## src/rtl/peripheral_bus.sv

```systemverilog
// peripheral_bus -- memory-mapped peripheral responder on the core data bus.
//
// Holds a reloadable up-counting timer with interrupt, LED and 7-segment
// output registers, a switch input and an optional free-running cycle counter.
// Reads are combinational so the core can consume them in the same cycle; the
// top level muxes oMemReadData against data-RAM read data using oHit.
//
// Optional feature: define PERIPH_SYSTICK_EN to build the 32-bit SYSTICK
// counter at offset 0x18. Without it, 0x18 is unmapped.
//
// Ports:
//   clk, reset          system clock, asynchronous active-high reset
//   iMemAddr            byte address (bits [1:0] ignored)
//   iMemRead/iMemWrite  read / write strobes
//   iMemWriteData       write data
//   oMemReadData        read data, 0 unless reading a mapped register
//   oHit                address decodes to a mapped register
//   oInterrupt          TCON[1] & TCON[2]
//   iSwitch             synchronised switch levels
//   oLed, oDigi         LED register, 7-seg register ([11:8] anodes, [7:0] segs)
//
// Register map (word offsets): 0x00 TH, 0x04 TL, 0x08 TCON, 0x0C LED,
// 0x10 SWITCH (RO), 0x14 DIGI, 0x18 SYSTICK (RO, optional), 0x1C unmapped.

module peripheral_bus #(
    parameter logic [31:0] BASE_ADDR = 32'h4000_0000,
    parameter int          LED_W     = 8,
    parameter int          SW_W      = 8
) (
    input  logic             clk,
    input  logic             reset,
    input  logic [31:0]      iMemAddr,
    input  logic             iMemRead,
    input  logic             iMemWrite,
    input  logic [31:0]      iMemWriteData,
    output logic [31:0]      oMemReadData,
    output logic             oHit,
    output logic             oInterrupt,
    input  logic [SW_W-1:0]  iSwitch,
    output logic [LED_W-1:0] oLed,
    output logic [11:0]      oDigi
);

    localparam logic [2:0] OFF_TH      = 3'd0;
    localparam logic [2:0] OFF_TL      = 3'd1;
    localparam logic [2:0] OFF_TCON    = 3'd2;
    localparam logic [2:0] OFF_LED     = 3'd3;
    localparam logic [2:0] OFF_SW      = 3'd4;
    localparam logic [2:0] OFF_DIGI    = 3'd5;
    localparam logic [2:0] OFF_SYSTICK = 3'd6;

    logic [31:0]      th_q, th_d;
    logic [31:0]      tl_q, tl_d;
    logic [2:0]       tcon_q, tcon_d;
    logic [LED_W-1:0] led_q, led_d;
    logic [11:0]      digi_q, digi_d;

    logic        in_window;
    logic [2:0]  off;
    logic        mapped;
    logic [31:0] rd_sel;
    logic        wr_th, wr_tl, wr_tcon, wr_led, wr_digi;
    logic        tl_full;
    logic        tmr_run;

    // Byte lane bits are don't-care for word-addressed registers.
    logic unused_addr_lsb;
    assign unused_addr_lsb = ^iMemAddr[1:0];

    // ------------------------------------------------------------------
    // Address decode
    // ------------------------------------------------------------------
    assign in_window = (iMemAddr[31:5] == BASE_ADDR[31:5]);
    assign off       = iMemAddr[4:2];

    always_comb begin
        mapped = 1'b0;
        case (off)
            OFF_TH, OFF_TL, OFF_TCON, OFF_LED, OFF_SW, OFF_DIGI: mapped = in_window;
`ifdef PERIPH_SYSTICK_EN
            OFF_SYSTICK: mapped = in_window;
`endif
            default: mapped = 1'b0;
        endcase
    end

    assign oHit = mapped;

    // ------------------------------------------------------------------
    // Optional free-running cycle counter
    // ------------------------------------------------------------------
`ifdef PERIPH_SYSTICK_EN
    logic [31:0] systick_q;

    always_ff @(posedge clk or posedge reset) begin
        if (reset) systick_q <= '0;
        else       systick_q <= systick_q + 32'd1;
    end
`endif

    // ------------------------------------------------------------------
    // Read mux: registered state only, so a simultaneous write returns
    // the pre-write value.
    // ------------------------------------------------------------------
    always_comb begin
        rd_sel = '0;
        case (off)
            OFF_TH:   rd_sel = th_q;
            OFF_TL:   rd_sel = tl_q;
            OFF_TCON: rd_sel[2:0] = tcon_q;
            OFF_LED:  rd_sel[LED_W-1:0] = led_q;
            OFF_SW:   rd_sel[SW_W-1:0] = iSwitch;
            OFF_DIGI: rd_sel[11:0] = digi_q;
`ifdef PERIPH_SYSTICK_EN
            OFF_SYSTICK: rd_sel = systick_q;
`endif
            default:  rd_sel = '0;
        endcase
    end

    assign oMemReadData = (iMemRead && mapped) ? rd_sel : 32'd0;

    // ------------------------------------------------------------------
    // Write strobes
    // ------------------------------------------------------------------
    assign wr_th   = iMemWrite && in_window && (off == OFF_TH);
    assign wr_tl   = iMemWrite && in_window && (off == OFF_TL);
    assign wr_tcon = iMemWrite && in_window && (off == OFF_TCON);
    assign wr_led  = iMemWrite && in_window && (off == OFF_LED);
    assign wr_digi = iMemWrite && in_window && (off == OFF_DIGI);

    // ------------------------------------------------------------------
    // Timer next state
    // ------------------------------------------------------------------
    assign tl_full = &tl_q;

    // A TCON write that clears the enable stops the timer on that very edge
    // (no increment, no reload, no irq). A write that sets the enable only
    // takes effect from the following edge.
    assign tmr_run = tcon_q[0] && !(wr_tcon && !iMemWriteData[0]);

    always_comb begin
        th_d   = wr_th ? iMemWriteData : th_q;

        // Reload reads th_q, so a same-edge TH write only affects later reloads.
        tl_d = tl_q;
        if (tmr_run)
            tl_d = tl_full ? th_q : tl_q + 32'd1;
        if (wr_tl)
            tl_d = iMemWriteData;

        tcon_d = wr_tcon ? iMemWriteData[2:0] : tcon_q;
        // Overflow status set beats a software clear on the same edge.
        if (tmr_run && tl_full && tcon_q[1])
            tcon_d[2] = 1'b1;

        led_d  = wr_led  ? iMemWriteData[LED_W-1:0] : led_q;
        digi_d = wr_digi ? iMemWriteData[11:0]      : digi_q;
    end

    always_ff @(posedge clk or posedge reset) begin
        if (reset) begin
            th_q   <= '0;
            tl_q   <= '0;
            tcon_q <= '0;
            led_q  <= '0;
            digi_q <= '0;
        end else begin
            th_q   <= th_d;
            tl_q   <= tl_d;
            tcon_q <= tcon_d;
            led_q  <= led_d;
            digi_q <= digi_d;
        end
    end

    assign oInterrupt = tcon_q[1] & tcon_q[2];
    assign oLed       = led_q;
    assign oDigi      = digi_q;

endmodule

```

## config.mk

```make
export PLATFORM = sky130hd
export DESIGN_NAME = peripheral_bus
export DESIGN_NICKNAME = d
export VERILOG_FILES = /design/src/rtl/peripheral_bus.sv
export SDC_FILE = /design/constraint.sdc
export NUM_CORES = 1
export LEC_CHECK = 0
export CORE_UTILIZATION = 51
export CTS_CLUSTER_SIZE = 8
export DETAILED_ROUTE_END_ITERATION = 12
export GPL_ROUTABILITY_DRIVEN = 0
export MAX_ROUTING_LAYER = met4
export PLACE_DENSITY_LB_ADDON = 0.08
export SYNTH_ARGS = -nofsm -noshare
export SYNTH_HDL_FRONTEND = slang
export SYNTH_SLANG_ARGS = --single-unit
```

## constraint.sdc

```tcl
create_clock -name clk -period 3.4 [get_ports clk]
set_input_delay 0.34 -clock clk [delete_from_list [all_inputs] [get_ports clk]]
set_output_delay 0.34 -clock clk [all_outputs]
set_load 0.03 [all_outputs]
```

==> results.sh <==
export IMPL_rows=37
export IMPL_drt_wl_total_microns=15900
export IMPL_routed_via_density=6.24
export IMPL_hold_path_class="in2async"
export IMPL_syn_to_final_growth_pct=28.7
export IMPL_ys_seq_area_share_pct=39.6
export IMPL_ff_latch_area_sq_um=2180
export IMPL_critPathArrivalTime_ps=2840
export IMPL_crit_start="iMemAddr[24]"
export IMPL_reg2reg_to="tl_q[4]"
export IMPL_cp_end_kind="primary output"
export IMPL_path_max_fanout=7
export IMPL_pwr_share_clk_pct=41.8
export IMPL_hold_buffers=0
export IMPL_netlist_top_cells_area="dfrtp_1, mux2_1, a22oi_1, nor2_1, mux2i_1"
export IMPL_synth_xor_area_share_pct=2.71
export IMPL_post_cts_setup_buffer_count=0
export IMPL_ir_worst_vdd_v=0.000308
export IMPL_grt_pass1_wl_microns=25900
export IMPL_cts_max_level=3
export IMPL_synth_top_family_by_area="simple AND/OR/NAND/NOR gates"
export IMPL_fin_nets=747
export IMPL_grt_usage_pct=30.5
export IMPL_synth_ff_type="dfrtp_1"
export IMPL_yosysTopAreaCellShare_pct=39.6
export IMPL_clk_pin_slew_ps=80
export IMPL_startpoint_type="input pin"
export IMPL_rsz0062_at_grt="no"
export IMPL_cts_tree="done"
export IMPL_fmax_mhz=315
export IMPL_die_h_microns=106
export IMPL_synth_mux_area_share_pct=16.6
export IMPL_slew_violations=0
export IMPL_antenna_found_initial=0
export IMPL_dp_cells=795
export IMPL_synthCells=552
export IMPL_cts_sinks=87
export IMPL_syn_avg_cell_area_sq_um=9.95
export IMPL_switching_share_pct=22.5
export IMPL_grt_ovfl_total=0
export IMPL_p_comb_share_pct=8.6
export IMPL_required_ps=3060
export IMPL_synth_compound_area_share_pct=17.0
export IMPL_period_share_pct=93.5
export IMPL_setup_viol=0
export IMPL_fillCellCount=812
export IMPL_synth_edf_count=0
export IMPL_die_x_microns=106
export IMPL_layout_cells_non_filler=811
export IMPL_post_synth_top_count_cell="dfrtp_1"
export IMPL_start_util_pct=53.0
export IMPL_internal_power_uw=1620
export IMPL_synth_ff_latch_count=87
export IMPL_drv_cap=0
export IMPL_hold_violations=0
export IMPL_routedWlPerCell_microns=19.6
export IMPL_synthesis_area_sq_um=5490
export IMPL_powerDensity_nw_per_um2=295
export IMPL_grt_pass1_vias=5147
export IMPL_core_area_sq_um=10400
export IMPL_crit_end="oMemReadData[10]"
export IMPL_rrSetupSlack_ps=620
export IMPL_drt_initial_drc_count=421
export IMPL_synthArstFlopShare_pct=100
export IMPL_synth_distinct_cells=67
export IMPL_p_sw_uw=469
export IMPL_route_antenna_remaining_nets=0
export IMPL_clockBufferDepth=2
export IMPL_seqPwrFrac_pct=49.6
export IMPL_worstReg2RegStart="tl_q[1]"
export IMPL_clk_insertion_delay_late_ps=370
export IMPL_worstSetupPathType="in2out"
export IMPL_outcome="finished, final reports clean"
export IMPL_ios=130
export IMPL_root_buffer="clkbuf_8"
export IMPL_io_buffers=127
export IMPL_synth_commonest_cells="dfrtp_1, nor2_1, mux2_1"
export IMPL_cts_resized=0
export IMPL_grt_max_degree=48
export IMPL_antenna_cells=0
export IMPL_dp_hpwl_microns=11100
export IMPL_tns_ps=0
export IMPL_synth_adder_area_share_pct=0.228
export IMPL_tightest_slew_ps=766
export IMPL_drive_above_1_share_pct=14.2
export IMPL_yosysTopAreaCell="dfrtp_1"
export IMPL_numCtsBuffers=9
export IMPL_slew_limit_headroom_pct=48.9
export IMPL_num_vias=5057
export IMPL_ff2ff_path_depth=7
export IMPL_multi_input_area_sq_um=3110
export IMPL_synth_simple_area_share_pct=19.9
export IMPL_synth_nets=629
export IMPL_p_leak_uw=0.00311
export IMPL_skew_ps=8.26
export IMPL_drcViolationCount=0
export IMPL_dieArea_sq_um=11200
export IMPL_drt_pass1_iter_count=5
export IMPL_synth_warnings=0
export IMPL_period_needed_ps=3180
-- metrics by stage --
stage                     worst slack (ps)  total power, uW  utilization (%)  area, sq um  hold slack (ps)
after global routing                  69.1             2150             68.2         7070              463
after floorplan                        248             1110                -         5490              455
final                                  221             2090             68.2         7070              397
after CTS                              232             2100             68.2         7070              415
after global placement                 286             1230             65.9         6830              490
after detailed placement               259             1230             65.9         6830              507
-- layer usage --
layer  global-route usage, %  routed length (microns)  up-vias
met2                    49.3                     7590      227
li1                        -                        -     2308
met5                       -                        0        -
met3                    5.57                     1150       49
met1                    37.8                     6660     2473
met4                    12.2                      496        0
-- cell usage in the layout (no fill, tap or decap), drive strengths merged, types with 3 or more instances in the layout --
| master | synthesis | final |
|---|---|---|
| dfrtp | 87 | 87 |
| nand4 | 17 | 17 |
| a211oi | 11 | 11 |
| nor4 | 11 | 11 |
| o21ai | 25 | 25 |
| a41oi | 3 | 3 |
| nor2 | 65 | 65 |
| xnor2 | 6 | 6 |
| nor3 | 15 | 15 |
| nand3 | 19 | 19 |
| inv | 5 | 4 |
| a211o | 5 | 5 |
| a21o | 3 | 3 |
| o21a | 6 | 6 |
| mux2i | 17 | 17 |
| and4 | 3 | 3 |
| clkinv | 0 | 4 |
| mux2 | 64 | 64 |
| a21oi | 17 | 17 |
| buf | 26 | 47 |
| and3 | 4 | 4 |
| a221o | 3 | 3 |
| clkbuf | 13 | 10 |
| clkdlybuf4s50 | 0 | 99 |
| a22oi | 34 | 34 |
| xor2 | 11 | 11 |
| bufinv | 0 | 3 |
| nand2 | 44 | 44 |
| a2111oi | 3 | 3 |
-- critical path: stages --
cell and delay [ps]:
clkdlybuf4s50_1 450, nor4b_4 340, nand4_4 230, nor3_4 340
nand3b_1 250, nor2_1 200, clkdlybuf4s50_1 690
-- flip-flops by register name, summed over array words and instances (netlist names) --
name and cells:
oLed 8, th_q 32, tl_q 32, oDigi 12, tcon_q 3
-- power by group through the flow --
stage	Sequential (uW)	Clock (uW)	Combinational, uW
2_1_floorplan	1050	0	54.2
3_3_place_gp	1050	0	177
3_5_place_dp	1050	0	180
4_1_cts	1030	882	181
5_1_grt	1030	923	193
6_report	1030	873	180
-- how the worst min path moves through the flow --
stage	depth (start not counted)	slack, ps	endpoint	from
3_3_place_gp	2	490	tcon_q[2]	tcon_q[2]
5_1_grt	2	460	tl_q[29]	reset
2_1_floorplan	2	460	tl_q[10]	iMemWriteData[10]
6_report	2	400	tl_q[29]	reset
4_1_cts	2	420	tl_q[29]	reset
3_5_place_dp	1	510	th_q[0]	th_q[0]
-- layout make-up --
cell class              instances  share of cell area, %
multi-input cells             421                   44.0
clock inverters                 6                   1.54
inverters                       5                  0.283
clock buffers                  10                   1.81
well taps                     136                   2.41
flip-flops and latches         87                   30.8
repair buffers                146                   19.2
-- cells by family after synthesis --
| kind of cell | count (synthesis) |
|---|---|
| XOR/XNOR | 17 |
| AND/OR/NAND/NOR | 191 |
| flip-flops | 87 |
| multiplexers | 82 |
| buffers and inverters | 44 |
| adder cells (fa/ha/maj) | 1 |
| AO/OA/AOI/OAI | 130 |
Note: power is estimated with default switching activity, not from simulation.
